`src/rtl/pic_interrupt_sequencer.sv`:
```
// 8259A-style interrupt sequencer: priority resolve, INT/INTA handshake, ISR/IRR control, EOI and rotation.
// Define PIC_ROTATE_EN to enable priority rotation; otherwise priority is fixed with IR0 highest.
module pic_interrupt_sequencer #(
  parameter int NUM_IR = 8
) (
  input  logic              CLK,
  input  logic              RESET,
  input  logic [NUM_IR-1:0] IRR,
  input  logic [NUM_IR-1:0] IMR,
  input  logic              INTA,
  input  logic [4:0]        ICW2_VEC,
  input  logic              AEOI,
  input  logic              AEOI_ROTATE,
  input  logic              EOI_CMD,
  input  logic              EOI_SPECIFIC,
  input  logic              EOI_ROTATE,
  input  logic [2:0]        EOI_LEVEL,
  output logic              INT,
  output logic [NUM_IR-1:0] IRR_CLR,
  output logic [NUM_IR-1:0] ISR,
  output logic [7:0]        VEC,
  output logic              VEC_OE,
  output logic [2:0]        PRIO_BASE
);

  typedef enum logic [2:0] {S_IDLE, S_REQ, S_ACK1, S_WAIT2, S_ACK2} state_t;

  state_t            state_q, state_d;
  logic              inta_q;
  logic              int_q, int_d;
  logic [NUM_IR-1:0] irr_clr_q, irr_clr_d;
  logic [NUM_IR-1:0] isr_q, isr_d;
  logic [2:0]        lvl_q, lvl_d;
  logic              spur_q, spur_d;
  logic [7:0]        vec_q, vec_d;
  logic              vec_oe_q, vec_oe_d;
  logic [2:0]        prio_q, prio_d;

  logic              inta_rise, inta_fall;
  logic              eoi_rot, aeoi_rot;

`ifdef PIC_ROTATE_EN
  assign eoi_rot  = EOI_ROTATE;
  assign aeoi_rot = AEOI_ROTATE;
`else
  // prio_q never leaves its reset value 7, so priority stays fixed
  logic unused_rot;
  assign eoi_rot    = 1'b0;
  assign aeoi_rot   = 1'b0;
  assign unused_rot = ^{EOI_ROTATE, AEOI_ROTATE};
`endif

  assign inta_rise = INTA & ~inta_q;
  assign inta_fall = ~INTA & inta_q;

  // Rank 0 is the level just above PRIO_BASE; both scans share the rotated order
  logic [NUM_IR-1:0] req;
  logic [2:0]        idx;
  logic              win_found, top_found, eligible;
  logic [2:0]        win_lvl, win_rank, top_lvl, top_rank;
  logic [NUM_IR-1:0] win_oh, top_oh, lvl_oh;

  always_comb begin
    req       = IRR & ~IMR;
    idx       = '0;
    win_found = 1'b0;
    win_lvl   = '0;
    win_rank  = '0;
    top_found = 1'b0;
    top_lvl   = '0;
    top_rank  = '0;
    for (int i = 0; i < NUM_IR; i++) begin
      idx = prio_q + 3'(i) + 3'd1;
      if (!win_found && req[idx]) begin
        win_found = 1'b1;
        win_lvl   = idx;
        win_rank  = 3'(i);
      end
      if (!top_found && isr_q[idx]) begin
        top_found = 1'b1;
        top_lvl   = idx;
        top_rank  = 3'(i);
      end
    end
    eligible = win_found && (!top_found || (win_rank < top_rank));
  end

  assign win_oh = {{(NUM_IR-1){1'b0}}, 1'b1} << win_lvl;
  assign top_oh = {{(NUM_IR-1){1'b0}}, 1'b1} << top_lvl;
  assign lvl_oh = {{(NUM_IR-1){1'b0}}, 1'b1} << lvl_q;

  logic [NUM_IR-1:0] isr_set, aeoi_clr, eoi_clr;

  always_comb begin
    state_d   = state_q;
    int_d     = int_q;
    irr_clr_d = '0;
    lvl_d     = lvl_q;
    spur_d    = spur_q;
    vec_d     = vec_q;
    vec_oe_d  = vec_oe_q;
    prio_d    = prio_q;
    isr_set   = '0;
    aeoi_clr  = '0;
    eoi_clr   = '0;

    case (state_q)
      S_IDLE: begin
        if (eligible) begin
          state_d = S_REQ;
          int_d   = 1'b1;
        end
      end
      S_REQ: begin
        if (inta_rise) begin
          int_d   = 1'b0;
          state_d = S_ACK1;
          if (eligible) begin
            lvl_d     = win_lvl;
            spur_d    = 1'b0;
            isr_set   = win_oh;
            irr_clr_d = win_oh;
          end else begin
            lvl_d  = 3'd7;
            spur_d = 1'b1;
          end
        end
      end
      S_ACK1: begin
        if (inta_fall) state_d = S_WAIT2;
      end
      S_WAIT2: begin
        if (inta_rise) begin
          vec_d    = {ICW2_VEC, lvl_q};
          vec_oe_d = 1'b1;
          state_d  = S_ACK2;
        end
      end
      S_ACK2: begin
        if (inta_fall) begin
          vec_oe_d = 1'b0;
          state_d  = S_IDLE;
          if (AEOI && !spur_q) begin
            aeoi_clr = lvl_oh;
            if (aeoi_rot) prio_d = lvl_q;
          end
        end
      end
      default: state_d = S_IDLE;
    endcase

    // EOI sees the pre-update ISR and its rotation overrides an AEOI rotation
    if (EOI_CMD) begin
      if (EOI_SPECIFIC) begin
        eoi_clr = {{(NUM_IR-1){1'b0}}, 1'b1} << EOI_LEVEL;
        if (eoi_rot) prio_d = EOI_LEVEL;
      end else if (top_found) begin
        eoi_clr = top_oh;
        if (eoi_rot) prio_d = top_lvl;
      end
    end

    isr_d = (isr_q & ~eoi_clr & ~aeoi_clr) | isr_set;
  end

  always_ff @(posedge CLK) begin
    if (RESET) begin
      state_q   <= S_IDLE;
      inta_q    <= 1'b0;
      int_q     <= 1'b0;
      irr_clr_q <= '0;
      isr_q     <= '0;
      lvl_q     <= '0;
      spur_q    <= 1'b0;
      vec_q     <= '0;
      vec_oe_q  <= 1'b0;
      prio_q    <= 3'd7;
    end else begin
      state_q   <= state_d;
      inta_q    <= INTA;
      int_q     <= int_d;
      irr_clr_q <= irr_clr_d;
      isr_q     <= isr_d;
      lvl_q     <= lvl_d;
      spur_q    <= spur_d;
      vec_q     <= vec_d;
      vec_oe_q  <= vec_oe_d;
      prio_q    <= prio_d;
    end
  end

  assign INT       = int_q;
  assign IRR_CLR   = irr_clr_q;
  assign ISR       = isr_q;
  assign VEC       = vec_q;
  assign VEC_OE    = vec_oe_q;
  assign PRIO_BASE = prio_q;

endmodule
```
`config.mk`:
```
export PLATFORM = sky130hd
export DESIGN_NAME = pic_interrupt_sequencer
export DESIGN_NICKNAME = d
export VERILOG_FILES = /design/src/rtl/pic_interrupt_sequencer.sv
export SDC_FILE = /design/constraint.sdc
export NUM_CORES = 1
export LEC_CHECK = 0
export CAP_MARGIN = 20
export CORE_MARGIN = 4
export CORE_UTILIZATION = 40
export DETAILED_ROUTE_END_ITERATION = 8
export PLACE_DENSITY = 0.77
export SLEW_MARGIN = 20
export SYNTH_ARGS = -nofsm -noshare
export SYNTH_HDL_FRONTEND = slang
export SYNTH_SLANG_ARGS = --single-unit
```
`constraint.sdc`:
```
create_clock -name CLK -period 3.2 [get_ports CLK]
set_input_delay 0.64 -clock CLK [delete_from_list [all_inputs] [get_ports CLK]]
set_output_delay 0.64 -clock CLK [all_outputs]
set_load 0.02 [all_outputs]
```
==> results.json, run 1 <==
{
  "hold_violations": 0,
  "start_util_pct": 41.75,
  "min_period_ps": 2978,
  "vias_per_cell": 5.531,
  "leakage_nw": 1.009,
  "grt_setup_unrepaired": "no",
  "grt_max_degree": 28,
  "seqPwrFrac_pct": 39.1,
  "hold_slack_ps": 465.0,
  "intPower_w": 0.0008815,
  "combPwrFrac_pct": 21.3,
  "ys_seq_area_share_pct": 37.18,
  "cp_common_cell": "nor2_1",
  "synthesis.area_mm2": 0.001831,
  "clock-root-buffer": "clkbuf_8",
  "max_freq_mhz": 335.8,
  "synth_cell_type_count": 49,
  "drive_above_1_share_pct": 12.80,
  "clock_sinks": 34,
  "cp_slowest_cell": "clkdlybuf4s50_1",
  "coreArea_mm2": 0.004384,
  "dieArea_mm2": 0.005723,
  "grt_use_total_pct": 17.46,
  "drc": 0,
  "first_pass_iters": 4,
  "dp.final_hpwl_mm": 3.498,
  "finalClockSkew_ps": 5.522,
  "yosys_warnings": 0,
  "die_h_um": 75.65,
  "clk_pin_slew_ps": 70,
  "overflow": 0,
  "clock_path_buffers": 2,
  "max_slew_margin_pct": 53.87,
  "htree_levels": 2,
  "postRouteAntennaNets": 0,
  "cts_tree": "yes",
  "synth-edff-count": 0,
  "power-per-cell-area_mw_per_mm2": 443.2,
  "criticalPathCategory": "in2reg",
  "die_w_um": 75.65,
  "place_ws_ps": -129.0,
  "cp_data_arrival_time_ps": 3150,
  "num_antenna_cells": 0,
  "finish.net_count": 321,
  "portBuffers": 55,
  "peakVddDrop_v": 0.0002930,
  "netlist_instances": 219,
  "p_sw_share_pct": 25.79,
  "clkPwrFrac_pct": 39.6,
  "io_pins": 61,
  "rows": 24,
  "status": "finished, final reports clean",
  "timing.final.max_slew_violations": 0,
  "critPathLaunchType": "input port",
  "syn_area_per_cell_um2": 8.358,
  "hold_path.class": "reg2reg",
  "gp_congestion": 0.8610,
  "worst_slack_ps": 221.7,
  "drv_cap": 0,
  "holdBufCountCts": 0,
  "worst_setup_path_end_kind": "flip-flop",
  "antenna_found_initial": 0,
  "yosys_most_used_dff": "dfxtp_1",
  "grt_pass1_vias": 1722,
  "required_ps": 3370,
  "cts_made_buffers": 5,
  "via_count": 1886,
  "syn_to_final_growth_pct": 46.41,
  "worst_slew_pin_slew_ps": 682.3,
  "routedWlPerCell_um": 14.22,
  "p_switching_w": 0.0003063,
  "fillCellCount": 387,
  "path_max_fanout": 11,
  "cpPeakStageDelay_ps": 440,
  "routed_wl_mm": 4.848,
  "setup_viol": 0,
  "crit_chain": "clkdlybuf4s50_1 -> nor2b_1 -> nand2b_1 -> nor2_1 -> nor2_2 -> ha_1 -> nor2_1 -> a31oi_2 -> and2_4 -> a311oi_4 -> o21ai_4 -> buf_4 -> o31a_1",
  "grt_pass1_wl_mm": 7.879,
  "synth-async-reset-ratio_pct": 0,
  "synth-seq-cells": 34,
  "drt_iter0_markers": 112,
  "fin_crit_sh_pct": 93.07,
  "fin_setup_tns_ps": 0,
  "insertion_delay_ps": 280
}
==> worst max-delay path, delay by kind of cell <==
family,cells,cell delay (ps)
AO/OA/AOI/OAI,4,820
AND/OR/NAND/NOR,6,800
buffers and inverters,2,640
adder cells (fa/ha/maj),1,240
==> metrics by stage <==
stage	util (%)	total power [W]	instance area, um2	std cells
after floorplan	-	0.0006049	1838	221
after global placement	56.82	0.0006968	2491	329
after detailed placement	56.82	0.0007024	2491	329
after CTS	59.96	0.001172	2629	337
after global routing	61.13	0.001240	2680	341
final	61.13	0.001188	2680	341
==> cells by family after synthesis <==
| logic type | count (synthesis) | share of synthesized area [%] |
|---|---|---|
| buffers and inverters | 16 | 4.306 |
| AOI/OAI and AO/OA | 45 | 18.46 |
| DFF | 34 | 37.18 |
| and+or+nand+nor | 116 | 35.95 |
| other | 1 | 0.2049 |
| adders and majority gates | 1 | 0.6834 |
| xor gates and xnor gates | 1 | 0.4786 |
| muxes | 5 | 2.734 |
==> state kept, by name, indices dropped and copies added, names as in the netlist, 3 cells and up <==
register  flops
IRR_CLR       8
ISR           8
lvl_q         3
state_q       3
VEC           8
==> power groups by stage <==
stage                     clock [W]  combinational (W)  sequential [W]
after CTS                  0.000477           0.000231        0.000464
after detailed placement          0           0.000229        0.000473
after global routing       0.000496           0.000276        0.000468
final                      0.000471           0.000252        0.000465
after global placement            0           0.000224        0.000473
after floorplan                   0           0.000131        0.000474
==> layer usage <==
layer	part of all wire, %	vias to the layer above	track usage [%]
met3	8.6	9	5.145
met4	1.6	0	5.049
li1	-	939	-
met2	46	68	27.90
met1	44	870	22.88
met5	0	-	0
==> synthesized netlist by cell type (all sizes together), types with 2 or more instances <==
| library cell | count | share of area, % |
|---|---|---|
| dfxtp | 34 | 37 |
| nor2 | 25 | 5.1 |
| nand2 | 23 | 4.7 |
| nor2b | 12 | 4.1 |
| o21ai | 11 | 3.2 |
| nand2b | 10 | 3.4 |
| clkbuf | 9 | 1.8 |
| nor4 | 9 | 3.9 |
| a21oi | 8 | 2.2 |
| nand4b | 7 | 3.3 |
| o41ai | 7 | 4.2 |
| nand3 | 6 | 1.6 |
| mux2i | 5 | 2.7 |
| nor3 | 5 | 1.4 |
| buf | 4 | 1.8 |
| or3 | 4 | 1.4 |
| inv | 3 | 0.62 |
| nand3b | 3 | 1.2 |
| nor4b | 3 | 1.8 |
| o31a | 3 | 1.5 |
| o31ai | 3 | 1.2 |
| a31oi | 2 | 1.0 |
| nor3b | 2 | 0.82 |
| o211ai | 2 | 0.82 |
| o32ai | 2 | 0.96 |
==> what timing repair did <==
action	4_1_cts	5_1_grt
endpoints found under the setup margin	0	6
gates resized for setup	0	3
setup buffers	0	4
==> worst paths after layout <==
check,startpoint,to,slack [ps],cells after the start
max,IRR[7],lvl_q[0],220,13
min,VEC[2],VEC[2],460,2
max reg2reg,ISR[0],lvl_q[0],540,10
min reg2reg,VEC[2],VEC[2],460,2
==> layout by cell type (no fill, tap or decap), types with 4 or more instances in the layout <==
cell type and count:
o21ai_0 10, mux2i_1 5, clkdlybuf4s50_1 55, nor2_1 24, nand2b_1 10, nand4b_1 7
nand2_1 23, a21oi_1 8, clkbuf_8 5, nor2b_1 12, nor4_1 8, nor3_1 5
or3_1 4, buf_4 18, dfxtp_1 34, o41ai_1 5, nand3_1 6
==> layout make-up <==
class / instances / area, um2 / share of cell area [%]
clock buffers: 5 / 68.82 / 2.568
clock inverters: 3 / 68.82 / 2.568
inverters: 3 / 11.26 / 0.4202
multi-input cells: 171 / 1100 / 41.04
flip-flops and latches: 34 / 680.7 / 25.40
well taps: 52 / 65.06 / 2.428
repair buffers: 73 / 685.7 / 25.58
Note: power is estimated with default switching activity, not from simulation.
==> inputs of run 2 (changes only) <==
--- a/config.mk
+++ b/config.mk
@@ -9,8 +9,9 @@
 export CORE_MARGIN = 4
 export CORE_UTILIZATION = 40
 export DETAILED_ROUTE_END_ITERATION = 8
-export PLACE_DENSITY = 0.77
+export PLACE_DENSITY_LB_ADDON = 0.05
 export SLEW_MARGIN = 20
 export SYNTH_ARGS = -nofsm -noshare
 export SYNTH_HDL_FRONTEND = slang
 export SYNTH_SLANG_ARGS = --single-unit
+export TNS_END_PERCENT = 1
==> results.json, run 2 (synthesized netlist as in run 1, its figures left out) <==
{
  "cp_slowest_cell": "clkdlybuf4s50_1",
  "clock_path_buffers": 2,
  "endpoint": "lvl_q[2]",
  "criticalPathCategory": "in2reg",
  "utilization_pct": 59.53,
  "finalPower_w": 0.0009941,
  "clock_sinks": 34,
  "clk_pin_slew_ps": 70,
  "cp_common_cell": "nor2_1",
  "cp_data_arrival_time_ps": 3130,
  "timing.final.max_slew_violations": 0,
  "antenna_found_initial": 0,
  "path_depth": 12,
  "holdBufCountCts": 0,
  "gp_congestion": 0.8342,
  "final_cell_mix": "clkdlybuf4s50_1, dfxtp_1, nor2_1",
  "fillCellCount": 405,
  "die_h_um": 75.65,
  "min_period_ps": 2954,
  "startpoint": "IRR[7]",
  "setup_viol": 0,
  "grt_setup_unrepaired": "no",
  "cts_made_buffers": 5,
  "finalClockSkew_ps": 4.658,
  "grt_use_total_pct": 17.57,
  "status": "finished, final reports clean",
  "critPathLaunchType": "input port",
  "required_ps": 3370,
  "fin_crit_sh_pct": 92.32,
  "insertion_delay_ps": 280,
  "drc": 0,
  "grt_pass1_vias": 1636,
  "die_w_um": 75.65,
  "postRouteAntennaNets": 0,
  "routed_wl_mm": 4.822,
  "peakVddDrop_v": 0.0002962,
  "timing.rr.end": "lvl_q[2]",
  "io_pins": 61,
  "final_common_cell": "clkdlybuf4s50_1",
  "dieArea_mm2": 0.005723,
  "portBuffers": 55,
  "max_slew_margin_pct": 54.36,
  "seqPwrFrac_pct": 46.8,
  "hold_path.class": "reg2reg",
  "grt_max_degree": 29,
  "drv_cap": 0,
  "r2r_start": "ISR[0]",
  "intPower_w": 0.0007047,
  "p_switching_w": 0.0002894,
  "vias_per_cell": 5.364,
  "grt_pass1_wl_mm": 7.707,
  "coreArea_mm2": 0.004384,
  "clkPwrFrac_pct": 29.1,
  "clock-root-buffer": "clkbuf_8",
  "leakage_nw": 0.9738,
  "p_sw_share_pct": 29.11,
  "dp.final_hpwl_mm": 3.556,
  "worst_setup_path_end_kind": "flip-flop",
  "rows": 24,
  "path_max_fanout": 17,
  "max_freq_mhz": 338.5,
  "crit_buf_inv": 1,
  "reg2regPathDepth": 9,
  "cts_tree": "yes",
  "first_pass_iters": 4,
  "cpPeakStageDelay_ps": 440,
  "drt_iter0_markers": 139,
  "combPwrFrac_pct": 24.1,
  "via_count": 1813,
  "hold_violations": 0,
  "crit_chain": "clkdlybuf4s50_1 -> nor2b_1 -> nand2b_1 -> nor2_1 -> nor2_1 -> ha_1 -> nor2_1 -> a31oi_2 -> and2_4 -> a311oi_4 -> o21ai_4 -> o31a_2",
  "drive_above_1_share_pct": 11.89,
  "worst_slew_pin_slew_ps": 675.2,
  "syn_to_final_growth_pct": 42.58,
  "start_util_pct": 41.75,
  "rrSetupSlack_ps": 590,
  "power-per-cell-area_mw_per_mm2": 380.9,
  "num_antenna_cells": 0,
  "htree_levels": 2,
  "overflow": 0,
  "critical_path.top_delay_family": "compound AO/OA/AOI/OAI gates",
  "finish.net_count": 319,
  "routedWlPerCell_um": 14.27
}
[run 2: layer usage]
layer | share of wire (%) | wire length (um) | vias to the layer above | global-route usage, %
li1 | - | - | 931 | -
met1 | 48 | 2292 | 828 | 24.68
met2 | 46 | 2201 | 49 | 26.94
met3 | 6.0 | 290 | 5 | 4.749
met4 | 0.79 | 38 | 0 | 4.078
met5 | 0 | 0 | - | 0
[run 2: per-stage QoR]
stage	hold WS, ps	setup TNS, ps	instances	worst slack, ps	cell area, um2
finish	460.3	0	338	245.8	2610
CTS	461.7	0	338	215.7	2585
global route	493.6	0	338	14.99	2610
global placement	446.5	-50.73	331	-49.25	2506
detailed placement	448.9	-149.9	331	-58.72	2506
floorplan	465.1	0	221	525.8	1838
[run 2: area by class of cell]
type | instances | area [um2] | share of cell area (%)
Multi-Input combinational cell | 171 | 1104 | 42.28
Sequential cell | 34 | 680.7 | 26.08
Clock buffer | 5 | 68.82 | 2.637
Tap cell | 52 | 65.06 | 2.493
Inverter | 3 | 11.26 | 0.4314
Clock inverter | 2 | 10.01 | 0.3835
Timing Repair Buffer | 71 | 670.6 | 25.70
[run 2: timing repair]
| action | CTS | global route |
|---|---|---|
| endpoints found under the hold margin | 0 | 0 |
| setup buffers | 0 | 0 |
| setup endpoints to repair | 0 | 8 |
| resized for setup | 0 | 3 |
[run 2: worst min path at each step]
stage,slack [ps],cells past startpoint,to,startpoint
global route,490,2,VEC_OE,VEC_OE
detailed placement,450,2,VEC[1],VEC[1]
finish,460,2,VEC_OE,VEC_OE
CTS,460,2,VEC[1],VEC[1]
global placement,450,2,VEC[0],VEC[0]
floorplan,470,2,VEC[2],lvl_q[2]
[run 2: power groups by stage]
| stage | Combinational, W | Sequential, W | Clock [W] |
|---|---|---|---|
| 4_1_cts | 0.000233 | 0.000464 | 0.000301 |
| 5_1_grt | 0.000262 | 0.000468 | 0.000321 |
| 3_3_place_gp | 0.000230 | 0.000474 | 0 |
| 2_1_floorplan | 0.000131 | 0.000474 | 0 |
| 3_5_place_dp | 0.000231 | 0.000474 | 0 |
| 6_report | 0.000240 | 0.000465 | 0.000289 |
[run 2: worst min-delay path, delay by kind of cell, from the launching register on]
family | cells | cell delay (ps)
compound gates | 1 | 50
flops | 1 | 310
simple gates | 1 | 50
